==> src/rtl/forward_hazard_unit.sv <==
// Operand-forwarding and load-use hazard control for the 24-bit pipeline.
// Tracks in-flight destinations in EX/MEM/WB and drives the EX operand-mux selects.
module forward_hazard_unit #(
  parameter int unsigned regAddrW = 4
) (
  input  logic                clk,
  input  logic                rst,
  input  logic                idValid,
  input  logic [regAddrW-1:0] idRs1,
  input  logic [regAddrW-1:0] idRs2,
  input  logic [regAddrW-1:0] idRd,
  input  logic                idUsesRs1,
  input  logic                idUsesRs2,
  input  logic                idRegWrite,
  input  logic                idMemRead,
  input  logic                idBranchFlag,
  input  logic                idImmSrc,
  input  logic                exFlush,
  output logic                stallID,
  output logic                fa,
  output logic                branchFlagEx,
  output logic                fb,
  output logic                immSrcEx
);

  // ID/EX stage
  logic                ex_valid, ex_uses_rs1, ex_uses_rs2, ex_reg_write, ex_mem_read;
  logic                ex_branch_flag, ex_imm_src;
  logic [regAddrW-1:0] ex_rs1, ex_rs2, ex_rd;
  // EX/MEM stage
  logic                mem_valid, mem_reg_write, mem_mem_read;
  logic [regAddrW-1:0] mem_rd;
  // MEM/WB stage
  logic                wb_valid, wb_reg_write;
  logic [regAddrW-1:0] wb_rd;

  logic mem_hit_rs1, mem_hit_rs2, wb_hit_rs1, wb_hit_rs2;

  always_ff @(posedge clk or negedge rst) begin
    if (!rst) begin
      ex_valid       <= 1'b0;
      ex_rs1         <= '0;
      ex_rs2         <= '0;
      ex_rd          <= '0;
      ex_uses_rs1    <= 1'b0;
      ex_uses_rs2    <= 1'b0;
      ex_reg_write   <= 1'b0;
      ex_mem_read    <= 1'b0;
      ex_branch_flag <= 1'b0;
      ex_imm_src     <= 1'b0;
      mem_valid      <= 1'b0;
      mem_rd         <= '0;
      mem_reg_write  <= 1'b0;
      mem_mem_read   <= 1'b0;
      wb_valid       <= 1'b0;
      wb_rd          <= '0;
      wb_reg_write   <= 1'b0;
    end else begin
      mem_valid     <= ex_valid;
      mem_rd        <= ex_rd;
      mem_reg_write <= ex_reg_write;
      mem_mem_read  <= ex_mem_read;
      wb_valid      <= mem_valid;
      wb_rd         <= mem_rd;
      wb_reg_write  <= mem_reg_write;
      // Flush or load-use stall both leave a bubble in EX; ID is re-presented on a stall.
      if (exFlush || stallID) begin
        ex_valid <= 1'b0;
      end else begin
        ex_valid       <= idValid;
        ex_rs1         <= idRs1;
        ex_rs2         <= idRs2;
        ex_rd          <= idRd;
        ex_uses_rs1    <= idUsesRs1;
        ex_uses_rs2    <= idUsesRs2;
        ex_reg_write   <= idRegWrite;
        ex_mem_read    <= idMemRead;
        ex_branch_flag <= idBranchFlag;
        ex_imm_src     <= idImmSrc;
      end
    end
  end

  // A load still in MEM has no data on AluOut, so it is excluded from the MEM match.
  always_comb begin
    mem_hit_rs1 = mem_valid & mem_reg_write & ~mem_mem_read & (mem_rd == ex_rs1);
    mem_hit_rs2 = mem_valid & mem_reg_write & ~mem_mem_read & (mem_rd == ex_rs2);
    wb_hit_rs1  = wb_valid & wb_reg_write & (wb_rd == ex_rs1);
    wb_hit_rs2  = wb_valid & wb_reg_write & (wb_rd == ex_rs2);
  end

  always_comb begin
    stallID = idValid & ~exFlush & ex_valid & ex_mem_read & ex_reg_write &
              ((idUsesRs1 & (idRs1 == ex_rd)) | (idUsesRs2 & (idRs2 == ex_rd)));
  end

  // op1 select: pc override first, then youngest producer.
  always_comb begin
    fa           = 1'b0;
    branchFlagEx = 1'b0;
    if (ex_valid) begin
      if (ex_branch_flag) begin
        branchFlagEx = 1'b1;
      end else if (ex_uses_rs1 & mem_hit_rs1) begin
        fa = 1'b1;
      end else if (ex_uses_rs1 & wb_hit_rs1) begin
        fa           = 1'b1;
        branchFlagEx = 1'b1;
      end
    end
  end

  // op2 select: immediate override first, then youngest producer.
  always_comb begin
    fb       = 1'b0;
    immSrcEx = 1'b0;
    if (ex_valid) begin
      if (ex_imm_src) begin
        immSrcEx = 1'b1;
      end else if (ex_uses_rs2 & mem_hit_rs2) begin
        fb = 1'b1;
      end else if (ex_uses_rs2 & wb_hit_rs2) begin
        fb       = 1'b1;
        immSrcEx = 1'b1;
      end
    end
  end

endmodule

==> config.mk <==
export PLATFORM = sky130hd
export DESIGN_NAME = forward_hazard_unit
export DESIGN_NICKNAME = d
export VERILOG_FILES = /design/src/rtl/forward_hazard_unit.sv
export SDC_FILE = /design/constraint.sdc
export NUM_CORES = 1
export LEC_CHECK = 0
export CORE_ASPECT_RATIO = 1.25
export CORE_MARGIN = 5
export CORE_UTILIZATION = 51
export CTS_BUF_LIST = sky130_fd_sc_hd__clkbuf_16
export DETAILED_ROUTE_END_ITERATION = 10
export GPL_TIMING_DRIVEN = 0
export HOLD_SLACK_MARGIN = 0.06
export PLACE_DENSITY_LB_ADDON = 0.12
export SYNTH_ARGS = -nofsm -noshare
export SYNTH_HDL_FRONTEND = slang
export SYNTH_SLANG_ARGS = --single-unit
==> constraint.sdc <==
create_clock -name clk -period 2.5 [get_ports clk]
set_clock_uncertainty 0.15 [all_clocks]
set_input_delay 0.25 -clock clk [delete_from_list [all_inputs] [get_ports clk]]
set_output_delay 0.25 -clock clk [all_outputs]
set_load 0.05 [all_outputs]
==> results.md, run 1 <==
- For this run, design rule violations remaining after detail routing come to 0.
- For flop-to-flop paths, the worst setup slack is 80 ps.
- The total number of H-tree levels is 2.
- In this run the power density over the cells is 715.6 mW/mm².
- The die footprint is 0.004043 mm².
- In this run the cell area measured after placement is 0.001769 mm².
- The floorplan has 21 rows.
- The endpoint identified for the worst register-to-register timing path is ex_imm_src$_DFFE_PN0N_.
- For the worst flop-to-flop path, the logic depth is 7.
- The pin count of the biggest net entering global routing is 33.
- The headroom to the max-slew limit is 53.37%.
- Excluding fillers, the count of instances in the completed layout stands at 175.
- The analysis attributes to net switching a power of 0.0003218 W.
- The first-pass GRT wire length is 4.643 mm.
- Post-CTS timing repair inserted 0 buffers for setup.
- The remaining global-route overflow is 0.
- Dividing the synthesized area by the synthesized cell count gives 13.79 µm².
- The smallest clock period supported by the final layout is computed as 2440 ps.
- STA puts the critical path data arrival time at 2440 ps.
- Data on the critical path is required at its endpoint by 2500 ps.
- The critical path's largest stage delay is 560 ps.
- The capturing element type of the critical path is a flop.
- The path class of the tightest hold or removal check is reg -> reg.
- The mean routed wirelength per cell is 16.64 µm.
- The sort of element at the start of the critical path is a primary input.
- Per report_power, the sequential group accounts for 45.6% of the total.
- The count of mapped cells out of synthesis is 106.
- Summing every instance area after synthesis gives 0.001461 mm².
- The routed layout has 926 vias.
- Summed over all cells, the static leakage comes to 0.8476 nW.
- The critical path ends at ex_imm_src$_DFFE_PN0N_.
- The amount of wire on met2 after detailed routing is 1.444 mm.
- The highest fanout seen on the critical path is 10.
- The number of antenna violations at the first check in global routing is 0.
- At the pin with the least slew margin, the transition time is 699.4 ps.
- The wire length after detailed routing is 2.912 mm.
- The number of slew-limit violations in the final report is 0.
- The via count of the first global-routing pass is 993.
- The start point of the critical path is exFlush.
- The number of max-cap violations is 0.
- The width of the die is 57.88 µm.
- The unique cell type count in the Yosys netlist is 27.
- The slowest cell on the critical path is sky130_fd_sc_hd__or4b_4.
- The clock-pin slew on the worst setup and hold paths is 50 ps.
- The final layout contains 162 nets.
- The count of clock tree sinks is 32.
- At the placement stage, the worst setup path has a slack of -463.2 ps.
- The start of the worst register-to-register path is ex_valid$_DFF_PN0_.
- The count of TritonRoute iterations in the first routing pass is 4.
- The post-route total power is 0.001362 W.
- The floorplan step set the die height to 69.85 µm.
- Per report_power, the combinational group accounts for 13.1% of the total.
- The top metal layer carrying routed signals is met4.
- The first routing iteration left 22 violations.
- The flow ran to the end, and the final reports show no timing, DRC or antenna violations.
- In this run the clock root is driven by a sky130_fd_sc_hd__clkbuf_16.
- Synthesis inferred 32 register bits.
- Yosys printed 0 warnings.
- The core utilization of the finished layout is 70.32%.
- The buffering stage count on the worst path with inverters included is 3.
- The switching fraction of total power is 23.63%.
- The HPWL after detailed placement is 2.021 mm.
- In this run the standard cell core region covers 0.002706 mm².
- The via-per-instance ratio is 5.291.
- The count of antenna-violating nets left after detailed routing is 0.
- Clock tree synthesis inserted a total of 5 buffers.
- After detailed placement, the design holds a cell count of 166.
- The final setup violation count is 0.
- For this run, the total global-route usage over all layers was measured as 15.30%.
- The critical path is of the in -> reg type.
- The deepest clock path buffer count is 2.
- Wire segments on met3 add up to 125 µm in the final route.
- The number of antenna diodes in the final layout is 0.
- For this block, wires on met1 add up to 1.296 mm.
- Setup repair after global routing left no endpoint under its margin.
- The final setup slack of the worst path is 60.49 ps.
- The area of all placed cells without fillers is 0.001903 mm².
- In this design, the largest share of critical-path delay is due to simple AND/OR/NAND/NOR gates.
- The part of the cycle the worst path needs is 97.58%.
- The worst-case IR drop observed on VDD is 0.6287 mV.
- Input and output buffers added on the ports amount to 26.
- Of the total power, the clock network draws 41.3%.
- The critical path goes through clkdlybuf4s50_1 -> nand2b_1 -> or2_0 -> or4b_4 -> and3b_1 -> buf_6 -> buf_12 -> mux2_4.
- The number of failing hold endpoints at the final stage is 0.
- From synthesis to final layout, the design area changed by 30.22%.
- Cell internal power was estimated by the tool at 0.001040 W.
- The proportion of synthesized chip area in sequential cells is 54.79%.
- The logic depth of the worst path, buffers included is 8.
- The number of nets in the synthesized netlist is 128.
- The CTS tree is yes.
- The number of ports placed on the die boundary is 27.
- The effective utilization at floorplan is 54.00%.
- At the later pin of the worst-skew pair, clock insertion delay measures 270 ps.
- Cells with a size suffix above 1 make up 25.53% of the layout.
- The routability-driven placement congestion ratio is 0.7478.
- Derived from the worst setup path, the maximum achievable clock frequency is 409.9 MHz.
-- sequential cells by signal (all words and copies together), names as in the netlist, 4 cells and up --
name    flops
ex_rs2      4
ex_rd       4
mem_rd      4
wb_rd       4
ex_rs1      4
-- worst min path at each step --
stage | start | end | slack (ps) | cells after the start
after floorplan | rst | ex_branch_flag$_DFFE_PN0N_ | -200 | 0
after global placement | mem_valid$_DFF_PN0_ | wb_valid$_DFF_PN0_ | 210 | 0
after detailed placement | mem_valid$_DFF_PN0_ | wb_valid$_DFF_PN0_ | 210 | 0
after CTS | mem_reg_write$_DFF_PN0_ | wb_reg_write$_DFF_PN0_ | 240 | 0
after global routing | mem_valid$_DFF_PN0_ | wb_valid$_DFF_PN0_ | 260 | 0
final | mem_reg_write$_DFF_PN0_ | wb_reg_write$_DFF_PN0_ | 230 | 0
-- synthesized netlist by cell type --
master,count,area (µm²)
sky130_fd_sc_hd__or3_2,1,7.510
sky130_fd_sc_hd__mux2_4,10,150.1
sky130_fd_sc_hd__buf_12,1,20.02
sky130_fd_sc_hd__nand4_1,2,12.51
sky130_fd_sc_hd__buf_6,1,11.26
sky130_fd_sc_hd__nor3b_1,1,7.510
sky130_fd_sc_hd__nand2_1,2,7.510
sky130_fd_sc_hd__nand2b_1,2,12.51
sky130_fd_sc_hd__mux2_2,8,90.09
sky130_fd_sc_hd__dfrtp_1,32,800.8
sky130_fd_sc_hd__o22ai_1,1,6.260
sky130_fd_sc_hd__or2_0,1,6.260
sky130_fd_sc_hd__nor4_1,3,18.77
sky130_fd_sc_hd__a222oi_1,1,10.01
sky130_fd_sc_hd__nand3b_1,1,7.510
sky130_fd_sc_hd__nor2_1,3,11.26
sky130_fd_sc_hd__and3b_1,2,17.52
sky130_fd_sc_hd__and3_1,2,12.51
sky130_fd_sc_hd__inv_1,3,11.26
sky130_fd_sc_hd__xnor2_1,9,78.83
sky130_fd_sc_hd__or4_1,1,7.510
sky130_fd_sc_hd__o211ai_1,1,7.510
sky130_fd_sc_hd__xor2_1,12,105.1
sky130_fd_sc_hd__nor2b_1,1,6.260
sky130_fd_sc_hd__nand3_1,2,10.01
sky130_fd_sc_hd__or4b_1,1,10.01
sky130_fd_sc_hd__o21a_1,2,15.01
-- timing repair --
item / CTS / global route
resized for setup: 15 / 4
hold buffers: 0 / 1
endpoints found under the hold margin: 0 / 32
setup endpoints to repair: 5 / 5
-- cells by family (layout without fill, tap and decap cells) --
kind of cell | after synthesis | in the layout | synth area share (%)
AO/OA/AOI/OAI | 5 | 5 | 2.654
AND/OR/NAND/NOR | 25 | 25 | 10.62
flip-flops | 32 | 32 | 54.79
multiplexers | 18 | 18 | 16.44
XOR/XNOR | 21 | 21 | 12.59
buffers and inverters | 5 | 40 | 2.911
-- placed cells by master (no fill, tap or decap), types with 2 or more instances in the layout --
cell type                          n
sky130_fd_sc_hd__mux2_4           10
sky130_fd_sc_hd__nand4_1           2
sky130_fd_sc_hd__clkbuf_16         5
sky130_fd_sc_hd__nand3_1           2
sky130_fd_sc_hd__nor2_1            3
sky130_fd_sc_hd__clkinv_2          2
sky130_fd_sc_hd__o21a_1            2
sky130_fd_sc_hd__buf_2             2
sky130_fd_sc_hd__and3b_1           2
sky130_fd_sc_hd__inv_1             3
sky130_fd_sc_hd__nor4_1            3
sky130_fd_sc_hd__dfrtp_1          32
sky130_fd_sc_hd__xor2_1           12
sky130_fd_sc_hd__nand2b_1          2
sky130_fd_sc_hd__xnor2_1           9
sky130_fd_sc_hd__clkbuf_2          2
sky130_fd_sc_hd__clkdlybuf4s50_1  20
sky130_fd_sc_hd__mux2_2            8
sky130_fd_sc_hd__and3_1            2
sky130_fd_sc_hd__nand2_1           2
-- final cells by class --
| type | instances | area, µm² |
|---|---|---|
| repair buffers | 27 | 251.5 |
| inverters | 3 | 11.26 |
| plain buffers | 2 | 31.28 |
| fillers | 198 | 803.3 |
| clock inverters | 3 | 13.76 |
| flip-flops and latches | 32 | 800.8 |
| clock buffers | 5 | 125.1 |
| well taps | 34 | 42.54 |
| multi-input cells | 69 | 626.9 |
-- power by group through the flow --
stage	logic, W	clock network [W]	registers, W
2_1_floorplan	0.000114	0	0.000614
3_3_place_gp	0.000173	0	0.000626
3_5_place_dp	0.000178	0	0.000628
4_1_cts	0.000180	0.000571	0.000621
5_1_grt	0.000191	0.000597	0.000627
6_report	0.000178	0.000563	0.000621
-- per-layer routing --
layer	track usage [%]	vias to the layer above
li1	-	438
met5	0	-
met1	19.10	456
met3	5.341	6
met4	5.412	0
met2	24.25	26
-- metrics by stage --
step,setup TNS [ps],hold slack [ps]
after global placement,-2440,207.9
final,0,234.7
after CTS,0,238.9
after global routing,0,256.3
after detailed placement,-3029,211.3
after floorplan,0,-195.6
(Power assumes the default switching activity.)
==> run 2, diff against run 1 <==
--- a/config.mk
+++ b/config.mk
@@ -7,9 +7,10 @@
 export LEC_CHECK = 0
 export CORE_ASPECT_RATIO = 1.25
 export CORE_MARGIN = 5
-export CORE_UTILIZATION = 51
+export CORE_UTILIZATION = 42
 export CTS_BUF_LIST = sky130_fd_sc_hd__clkbuf_16
 export DETAILED_ROUTE_END_ITERATION = 10
+export GPL_ROUTABILITY_DRIVEN = 1
 export GPL_TIMING_DRIVEN = 0
 export HOLD_SLACK_MARGIN = 0.06
 export PLACE_DENSITY_LB_ADDON = 0.12
==> constraint.sdc (replaced) <==
create_clock -name clk -period 2.7 [get_ports clk]
set_clock_uncertainty 0.15 [all_clocks]
set_input_delay 0.27 -clock clk [delete_from_list [all_inputs] [get_ports clk]]
set_output_delay 0.27 -clock clk [all_outputs]
set_load 0.05 [all_outputs]
==> run 2 against run 1 <==
Sequential cell count is the same. Design area increased by 1.6%. Clock power rose by 12%. Critical path depth is 3 lower. Critical path type is now reg -> out.
==> results.md, run 2 (synthesized netlist as in run 1, its figures left out) <==
- The detailed router put a total of 1.193 mm of wire on met1.
- At the pin with the least slew margin, the transition time is 698.4 ps.
- Once detailed placement completed, the half-perimeter wirelength came to 2.130 mm.
- After routing, the total negative slack on setup checks comes to 0 ps.
- Headroom to the max-slew limit came out at 53.44%.
- The data arrival at the endpoint of the critical path is 2160 ps.
- The count of nets left with antenna violations once routing finished came out at 0.
- The filler cells instantiated in the layout total 314.
- The core region area is 0.003423 mm².
- The number of slew-limit violations in the final report is 0.
- The maximum ir drop on the vdd rail is 0.5661 mV.
- Wire segments on met3 add up to 106 µm in the final route.
- During I/O placement, the number of pins put on the boundary was 27.
- For this design the static power due to leakage is 0.8645 nW.
- The flow ran to the end, and the final reports show no timing, DRC or antenna violations.
- The clock insertion delay at the later pin of the skew report is 280 ps.
- The y dimension of the die is 75.95 µm.
- The largest individual stage delay along the critical path comes from the cell sky130_fd_sc_hd__or4_1.
- During placement, the flow inserted port buffers numbering 26.
- After detailed routing, the number of remaining DRC violations is 0.
- The number of max-cap violations is 0.
- After routing the design area is 0.001934 mm².
- Clock-pin slew was measured on the worst setup and hold paths at 50 ps.
- The clock passes through at most 2 buffers.
- The tightest min-delay check is of the reg -> reg type.
- Once the floorplan was initialized, standard cells occupied 42.69% of the core.
- STA classifies the critical path endpoint as an output pin.
- The number of diodes added for antenna fixing is 0.
- The via count of the first global-routing pass came to 1040.
- Setup repair after global routing left no endpoint under its margin.
- Once placement finished, the instance area stood at 0.001765 mm².
- The peak clock frequency supported by timing is 387.7 MHz.
- The core utilization of the finished layout is 56.51%.
- The area added between synthesis and finish is 32.36%.
- The die footprint is 0.004767 mm².
- CTS saw 32 sinks.
- The total number of H-tree levels is 2.
- The post-CTS setup-driven buffer insertion count is 0.
- Entering global routing, the biggest net connects 33 pins.
- The congestion estimate from routability-driven global placement came to 0.7609.
- The final setup violation count is 0.
- The wire length after detailed routing is 2.763 mm.
- The CTS tree is yes.
- The number of antenna violations at the first check in global routing is 0.
- The smallest clock period supported by the final layout is computed as 2579 ps.
- The routed layout has 906 vias.
- The number of failing hold endpoints at the final stage is 0.
- Dividing the detail-routed via count by the number of cells gives 5.033.
- After global routing the overflow that remains totals 0.
- The required time at the endpoint of the critical path is 2280 ps.
- The critical path's largest stage delay is 540 ps.
- The number of buffers added by the clock tree synthesis step is 5.
- In the layout the commonest cells are 32 x sky130_fd_sc_hd__dfrtp_1, 20 x sky130_fd_sc_hd__clkdlybuf4s50_1, 12 x sky130_fd_sc_hd__xor2_1.
- The final-stage net count is 162.
- The part of the cycle the worst path needs is 95.53%.
- The areal power density over the cells is 705.8 mW/mm².
- In this run the worst path has a maximum fanout of 3.
- The count of TritonRoute iterations in the first routing pass is 4.
- The standard-cell row count is 24.
- After detailed routing, the average wire length per cell comes to 15.35 µm.
- The width of the die is 62.76 µm.
- The completed layout was analyzed and its total power is 0.001365 W.
- After the first detailed-routing iteration, the DRC count stood at 22.
- In the final layout, the share of cells above drive strength 1 is 21.99%.
- After detailed routing, no signal wire sits above met4.
- The sort of element at the start of the critical path is a flop.
- The first global-routing pass estimated 4.871 mm of wire.
- Walking the worst path, the cells encountered are xor2_1 -> or4_1 -> nand2b_1 -> and3b_1 -> dlygate4sd2_1.
- The commonest non-fill, non-tap cell in the layout is sky130_fd_sc_hd__dfrtp_1.
- The clock root buffer is sky130_fd_sc_hd__clkbuf_16.
- The amount of wire on met2 after detailed routing is 1.391 mm.
- The category of the critical setup timing path is reg -> out.
- Global routing used 13.38% of the available tracks.
## run 2: power breakdown
group	leakage (nW)	internal [W]	total, W	switching [W]
Clock	0.0798	0.000432	0.000629	0.000197
Combinational	0.407	0.000102	0.000163	0.0000609
Sequential	0.378	0.000527	0.000573	0.0000459
Total	0.865	0.00106	0.00137	0.000304
## run 2: repair_timing
action                                  CTS  global route
hold buffers                              1             0
endpoints found under the setup margin    5             2
gates resized for setup                   6             2
hold endpoints to repair                 32             0
## run 2: per-layer routing
| metal | vias to the layer above | GRT usage (%) |
|---|---|---|
| met5 | - | 0 |
| met4 | 0 | 7.643 |
| met3 | 7 | 4.882 |
| met2 | 21 | 20.85 |
| met1 | 440 | 15.70 |
| li1 | 438 | - |
## run 2: metrics by stage
step,setup slack (ps),hold WS [ps],cells
after CTS,1.899,225.1,180
after global placement,-253.7,208.3,171
after global routing,12.44,233.6,180
final,120.8,226.3,180
after floorplan,122.1,-175.6,106
after detailed placement,-298.3,210.5,171
## run 2: cell type report
type	instances	area, µm²	area share [%]
Multi-Input combinational cell	69	618.1	31.95
Clock inverter	3	42.54	2.199
Inverter	3	11.26	0.5821
Timing Repair Buffer	27	256.5	13.26
Buffer	2	31.28	1.617
Sequential cell	32	800.8	41.40
Tap cell	39	48.80	2.523
Clock buffer	5	125.1	6.468
## run 2: worst max-delay path, delay by kind of cell, from the launching register on
kind          cells  cell delay [ps]
simple gates      3              770
xor+xnor          1              170
flops             1              420
buf+inv           1              520
## run 2: final timing paths
path                                          from                 endpoint  slack (ps)  cells past startpoint
max                          ex_rs2[3]$_DFFE_PN0N_                       fb         120                      5
min                        mem_reg_write$_DFF_PN0_   wb_reg_write$_DFF_PN0_         230                      0
max reg2reg                     ex_valid$_DFF_PN0_  ex_mem_read$_DFFE_PN0N_         340                      7
min reg2reg                mem_reg_write$_DFF_PN0_   wb_reg_write$_DFF_PN0_         230                      0
max in group asynchronous                      rst      mem_rd[0]$_DFF_PN0_        1510                      2
min in group asynchronous                      rst    ex_rs2[2]$_DFFE_PN0N_         440                      2
